**config.mk**
```make
export PLATFORM = sky130hd
export DESIGN_NAME = pdm_mic_capture
export DESIGN_NICKNAME = d
export VERILOG_FILES = /design/src/rtl/pdm_mic_capture.sv
export SDC_FILE = /design/constraint.sdc
export NUM_CORES = 1
export LEC_CHECK = 0
export BUFFER_PORTS_ARGS = -buffer_cell sky130_fd_sc_hd__buf_2
export CAP_MARGIN = 5
export CELL_PAD_IN_SITES_DETAIL_PLACEMENT = 0
export CELL_PAD_IN_SITES_GLOBAL_PLACEMENT = 2
export CORE_AREA = 2 2 126 67
export DETAILED_ROUTE_END_ITERATION = 10
export DIE_AREA = 0 0 128 69
export PLACE_DENSITY = 0.75
export SLEW_MARGIN = 30
export SYNTH_ARGS = -nofsm -noshare
export SYNTH_HDL_FRONTEND = slang
export SYNTH_SLANG_ARGS = --single-unit
```
**constraint.sdc**
```tcl
create_clock -name clk -period 2.2 [get_ports clk]
set_clock_uncertainty 0.2 [all_clocks]
set_input_delay 0.44 -clock clk [delete_from_list [all_inputs] [get_ports clk]]
set_output_delay 0.44 -clock clk [all_outputs]
set_load 0.02 [all_outputs]
```
**src/rtl/pdm_mic_capture.sv**
```systemverilog
// rtl/pdm_mic_capture.sv - PDM microphone clocking, boxcar decimation to 16-bit PCM and RAM write sequencing
module pdm_mic_capture #(
  parameter int CLK_DIV    = 50,
  parameter int DECIM      = 64,
  parameter int GAIN_SHIFT = 10,
  parameter int ADDR_W     = 16,
  parameter int DEPTH      = 65536
) (
  input  logic              clk,
  input  logic              rst,
  input  logic              sw_record,
  output logic              MIC_CLK,
  input  logic              MIC_DATA,
  output logic              MIC_LR_SEL,
  output logic [ADDR_W-1:0] data_addr,
  output logic [15:0]       data_dout,
  output logic              data_we,
  output logic              rec_busy,
  output logic              rec_done
);

  localparam int DW     = $clog2(CLK_DIV);
  localparam int BW     = $clog2(DECIM);
  localparam int OW     = BW + 1;
  localparam int CW_RAW = OW + 1 + GAIN_SHIFT;
  localparam int CW     = (CW_RAW > 27) ? CW_RAW : 27;

  localparam logic [DW-1:0]     DIV_LAST  = DW'(CLK_DIV - 1);
  localparam logic [DW-1:0]     DIV_HALF  = DW'(CLK_DIV / 2);
  localparam logic [BW-1:0]     BIT_LAST  = BW'(DECIM - 1);
  localparam logic [ADDR_W-1:0] ADDR_LAST = ADDR_W'(DEPTH - 1);
  localparam logic signed [CW-1:0] CENTRE  = CW'(DECIM / 2);
  localparam logic signed [CW-1:0] POS_MAX = CW'(32767);
  localparam logic signed [CW-1:0] NEG_MIN = CW'(-32768);

  typedef enum logic [1:0] {IDLE, CAPTURE, DONE} state_t;

  state_t                 state;
  logic [DW-1:0]          div_cnt;
  logic [DW-1:0]          div_nxt;
  logic                   bit_evt;
  logic                   mic_m, mic_s;
  logic                   rec_m, rec_s;
  logic [BW-1:0]          bit_cnt;
  logic [OW-1:0]          ones;
  logic [OW-1:0]          ones_final;
  logic signed [CW-1:0]   centred;
  logic signed [CW-1:0]   scaled;
  logic [15:0]            sample;

  assign MIC_LR_SEL = 1'b0;

  always_comb begin
    div_nxt    = (div_cnt == DIV_LAST) ? '0 : div_cnt + 1'b1;
    bit_evt    = (div_cnt == DIV_LAST);
    ones_final = ones + OW'(mic_s);
    centred    = $signed({{(CW-OW){1'b0}}, ones_final}) - CENTRE;
    scaled     = centred <<< GAIN_SHIFT;
    if (scaled > POS_MAX)
      sample = 16'h7FFF;
    else if (scaled < NEG_MIN)
      sample = 16'h8000;
    else
      sample = scaled[15:0];
  end

  always_ff @(posedge clk or negedge rst) begin
    if (!rst) begin
      state     <= IDLE;
      div_cnt   <= '0;
      MIC_CLK   <= 1'b0;
      mic_m     <= 1'b0;
      mic_s     <= 1'b0;
      rec_m     <= 1'b0;
      rec_s     <= 1'b0;
      bit_cnt   <= '0;
      ones      <= '0;
      data_addr <= '0;
      data_dout <= '0;
      data_we   <= 1'b0;
      rec_busy  <= 1'b0;
      rec_done  <= 1'b0;
    end else begin
      div_cnt <= div_nxt;
      MIC_CLK <= (div_nxt >= DIV_HALF);
      mic_m   <= MIC_DATA;
      mic_s   <= mic_m;
      rec_m   <= sw_record;
      rec_s   <= rec_m;
      data_we <= 1'b0;
      case (state)
        IDLE: begin
          if (rec_s) begin
            state     <= CAPTURE;
            rec_busy  <= 1'b1;
            bit_cnt   <= '0;
            ones      <= '0;
            data_addr <= '0;
          end
        end
        CAPTURE: begin
          // Address advances after every completed write, even if recording stops on that cycle.
          if (data_we) begin
            if (data_addr == ADDR_LAST) begin
              state    <= DONE;
              rec_busy <= 1'b0;
              rec_done <= 1'b1;
            end else begin
              data_addr <= data_addr + 1'b1;
            end
          end
          if (!rec_s) begin
            state    <= IDLE;
            rec_busy <= 1'b0;
            rec_done <= 1'b0;
          end else if (bit_evt) begin
            if (bit_cnt == BIT_LAST) begin
              data_dout <= sample;
              data_we   <= 1'b1;
              bit_cnt   <= '0;
              ones      <= '0;
            end else begin
              bit_cnt <= bit_cnt + 1'b1;
              ones    <= ones_final;
            end
          end
        end
        DONE: begin
          if (!rec_s) begin
            state    <= IDLE;
            rec_done <= 1'b0;
          end
        end
        default: state <= IDLE;
      endcase
    end
  end

endmodule

```
==> impl_metrics.env <==
export IMPL_peakVddDrop_mv=0.285
export IMPL_synthesis_area_per_instance_um2=10.2
export IMPL_run_status="complete, no violations"
export IMPL_detail_route_vias_per_cell=5.07
export IMPL_synth_compound_area_share_pct=16.9
export IMPL_timing_final_crit_period_ns=2.05
export IMPL_synth_top_cells_by_area="sky130_fd_sc_hd__dfrtp_1 (50%), sky130_fd_sc_hd__o21ai_0 (5.3%), sky130_fd_sc_hd__nand3_1 (3.4%), sky130_fd_sc_hd__buf_4 (3.4%), sky130_fd_sc_hd__ha_1 (2.9%)"
export IMPL_reg2reg_setup_slack_ns=0.15
export IMPL_worst_slack_ns=0.146
export IMPL_num_vias=2048
export IMPL_route_final_wire_length_um=6290
export IMPL_worst_hold_path_class="in2reg"
export IMPL_grt_antenna_before_repair=0
export IMPL_area_share_of_fa_ha_maj_cells_after_synthesis_pct=2.87
export IMPL_fp_dieH_um=69
export IMPL_number_of_setup_violations_in_the_final_report=0
export IMPL_critical_path_top_cell_by_count="sky130_fd_sc_hd__nand3_1"
export IMPL_clkLatencyLatePin_ns=0.30
export IMPL_pin_count_of_the_biggest_net_entering_global_routing=53
export IMPL_dpl_hpwl_um=4490
export IMPL_insertedDiodeCount=0
export IMPL_ys_warn_count=0
export IMPL_drtPass1Iterations=4
export IMPL_first_pass_grt_wire_length_um=10300
export IMPL_drtIter0Drc=116
export IMPL_synth_seq_area_share_pct=49.7
export IMPL_clkTransAtPathRegs_ns=0.07
export IMPL_critPathArrivalTime_ns=2.08
export IMPL_setup_tns_ns=0
export IMPL_crit_fanout=6
export IMPL_layout_common_cells="sky130_fd_sc_hd__dfrtp_1 (52), sky130_fd_sc_hd__buf_2 (39), sky130_fd_sc_hd__o21ai_0 (28), sky130_fd_sc_hd__nand2_1 (20), sky130_fd_sc_hd__buf_4 (18)"
export IMPL_drv_max_cap_violation_count=0
export IMPL_synth_distinct_cells=46
export IMPL_antenna_violating_nets_post_route=0
export IMPL_layout_cell_share_with_drive_strength_beyond_1_pct=27.6
export IMPL_max_freq_ghz=0.487
export IMPL_cp_start_kind="flip-flop"
export IMPL_num_rows=23
export IMPL_fp_coreArea_mm2=0.00771
export IMPL_report_final_hold_viol_count=0
export IMPL_tritoncts_num_sinks=52
export IMPL_critical_path_required_ns=2.22
export IMPL_cts_buffer_depth=2
export IMPL_io_pin_count=41
export IMPL_synth_xor_area_share_pct=3.01
export IMPL_unrepaired_setup_endpoints_after_global_routing="false"
export IMPL_place_ws_ns=-0.00395
export IMPL_synth_async_sr_flop_share_pct=100
export IMPL_place_congestion=0.796
export IMPL_layout_area_overhead_vs_synth_pct=20.5
export IMPL_cts_inserted_buffers=5
export IMPL_total_leakage_power_uw=0.00153
export IMPL_synthesis_instances=258
export IMPL_synth_simple_gate_area_share_pct=19.8
export IMPL_die_w_um=128
export IMPL_drt_drc_violations_left=0
export IMPL_final_common_cell="sky130_fd_sc_hd__dfrtp_1"
export IMPL_slew_viol_final=0
export IMPL_synthesis_nets=268
export IMPL_tritoncts_clock_tree="yes"
export IMPL_cts_root_buffer="sky130_fd_sc_hd__clkbuf_16"
export IMPL_gr_usage_all_layers_pct=14.9
export IMPL_die_area_mm2=0.00883
export IMPL_synthDominantCellAreaShare_pct=49.7
export IMPL_synth_top_family_by_area="simple AND/OR/NAND/NOR gates"
export IMPL_finalCritPeriodShare_pct=93.3
export IMPL_buffer_ports_inserted=39
export IMPL_muxShareOfSynthArea_pct=1.15
export IMPL_route_detailed_wl_per_inst_um=15.6
export IMPL_synth_area_mm2=0.00262
export IMPL_cpMaxStageDelayCell="sky130_fd_sc_hd__dfrtp_1"
export IMPL_cpPeakStageDelay_ns=0.43
export IMPL_p_per_area_mw_per_mm2=631
export IMPL_overflow=0
export IMPL_crit_type="reg2reg"
export IMPL_fin_nets=313
export IMPL_worst_setup_ep_type="flip-flop"
export IMPL_synthDominantAreaCellType="sky130_fd_sc_hd__dfrtp_1"
export IMPL_cts_max_level=2
export IMPL_synth_seq_cells=52
export IMPL_via_count_of_the_first_global_routing_pass=1906
export IMPL_synthFlopType="sky130_fd_sc_hd__dfrtp_1"
export IMPL_synth_enable_flop_cells=0
export IMPL_initial_utilization_pct=34.0
export IMPL_cell_by_cell_trace_of_the_critical_path="ha_1 -> nand3_1 -> buf_4 -> nor2_4 -> nand3_1 -> or3_2 -> mux2i_1"
through the flow:
stage,instance area [um2],hold WS [ns],util (%),total power (uW),std cells
after floorplan,2620,-0.0556,-,1030,258
after global placement,2930,0.136,38.0,1080,394
after detailed placement,2930,0.140,38.0,1080,394
after CTS,3120,0.0379,40.5,2020,403
after global routing,3160,0.0396,40.9,2070,404
final,3160,0.0467,40.9,1990,404
cells in the mapped netlist (2+ instances only):
library cell / instances
sky130_fd_sc_hd__a21oi_1: 14
sky130_fd_sc_hd__a22o_1: 4
sky130_fd_sc_hd__a31o_2: 2
sky130_fd_sc_hd__a31oi_1: 10
sky130_fd_sc_hd__and3_1: 8
sky130_fd_sc_hd__buf_4: 12
sky130_fd_sc_hd__clkbuf_1: 5
sky130_fd_sc_hd__dfrtp_1: 52
sky130_fd_sc_hd__ha_1: 6
sky130_fd_sc_hd__inv_1: 4
sky130_fd_sc_hd__mux2i_1: 3
sky130_fd_sc_hd__nand2_1: 20
sky130_fd_sc_hd__nand2b_1: 3
sky130_fd_sc_hd__nand3_1: 18
sky130_fd_sc_hd__nand4_1: 8
sky130_fd_sc_hd__nor2_1: 18
sky130_fd_sc_hd__nor3_1: 3
sky130_fd_sc_hd__nor4_4: 2
sky130_fd_sc_hd__o21ai_0: 28
sky130_fd_sc_hd__o22a_1: 4
sky130_fd_sc_hd__o31ai_1: 2
sky130_fd_sc_hd__xnor2_1: 4
sky130_fd_sc_hd__xor2_1: 5
where the power goes:
group	switching, uW	total, uW	internal, uW
Combinational	60.6	91.0	30.4
Sequential	4.08	966	962
Clock	366	936	571
Total	430	1990	1560
worst paths after layout:
kind / cells past startpoint / end / start
worst min register to register: 0 / rec_s$_DFF_PN0_ / rec_m$_DFF_PN0_
worst max-delay path: 7 / data_addr[10]$_DFFE_PN0P_ / data_addr[0]$_DFFE_PN0P_
max in group asynchronous: 3 / rec_s$_DFF_PN0_ / rst
worst min-delay path: 1 / mic_m$_DFF_PN0_ / MIC_DATA
min in group asynchronous: 3 / ones[4]$_DFFE_PN0P_ / rst
worst max register to register: 7 / data_addr[10]$_DFFE_PN0P_ / data_addr[0]$_DFFE_PN0P_
logic make-up (layout without fill, tap and decap cells):
| group | Yosys count | count (layout) |
|---|---|---|
| flip-flops | 52 | 52 |
| other | 1 | 1 |
| AO/OA/AOI/OAI | 71 | 71 |
| adder cells (fa/ha/maj) | 6 | 6 |
| multiplexers | 3 | 3 |
| AND/OR/NAND/NOR | 91 | 91 |
| buffers and inverters | 25 | 71 |
| XOR/XNOR | 9 | 9 |
metal layers:
metal	track usage [%]	routed length, um
met3	3.88	366
met4	3.66	64
met2	17.2	2230
met5	0	0
met1	25.8	3630
what timing repair did:
action	4_1_cts	5_1_grt
hold buffers	1	0
endpoints found under the hold margin	52	0
setup endpoints to repair	2	34
pin swaps	0	1
setup buffers	0	1
resized for setup	1	5
area by class of cell:
class                           count  area (um2)
Sequential cell                    52        1300
Clock buffer                        6         139
Multi-Input combinational cell    181        1180
Timing Repair Buffer               59         360
Tap cell                          100         125
Clock inverter                      2        38.8
Fill cell                         781        4550
Inverter                            4        15.0
critical path, delay by kind of cell (launching register included):
| family | cells | cell delay [ns] |
|---|---|---|
| buf+inv | 1 | 0.21 |
| fa+ha+maj | 1 | 0.24 |
| flops | 1 | 0.43 |
| mux | 1 | 0.13 |
| simple gates | 4 | 0.78 |
state kept, by name (all words and copies together) (netlist names):
signal     count
rec_s          1
rec_busy       1
MIC_CLK        1
data_addr     16
data_dout      7
bit_cnt        6
mic_m          1
data_we        1
ones           7
div_cnt        6
rec_m          1
rec_done       1
mic_s          1
state          2
No activity file was read; power rests on OpenSTA's default activity.
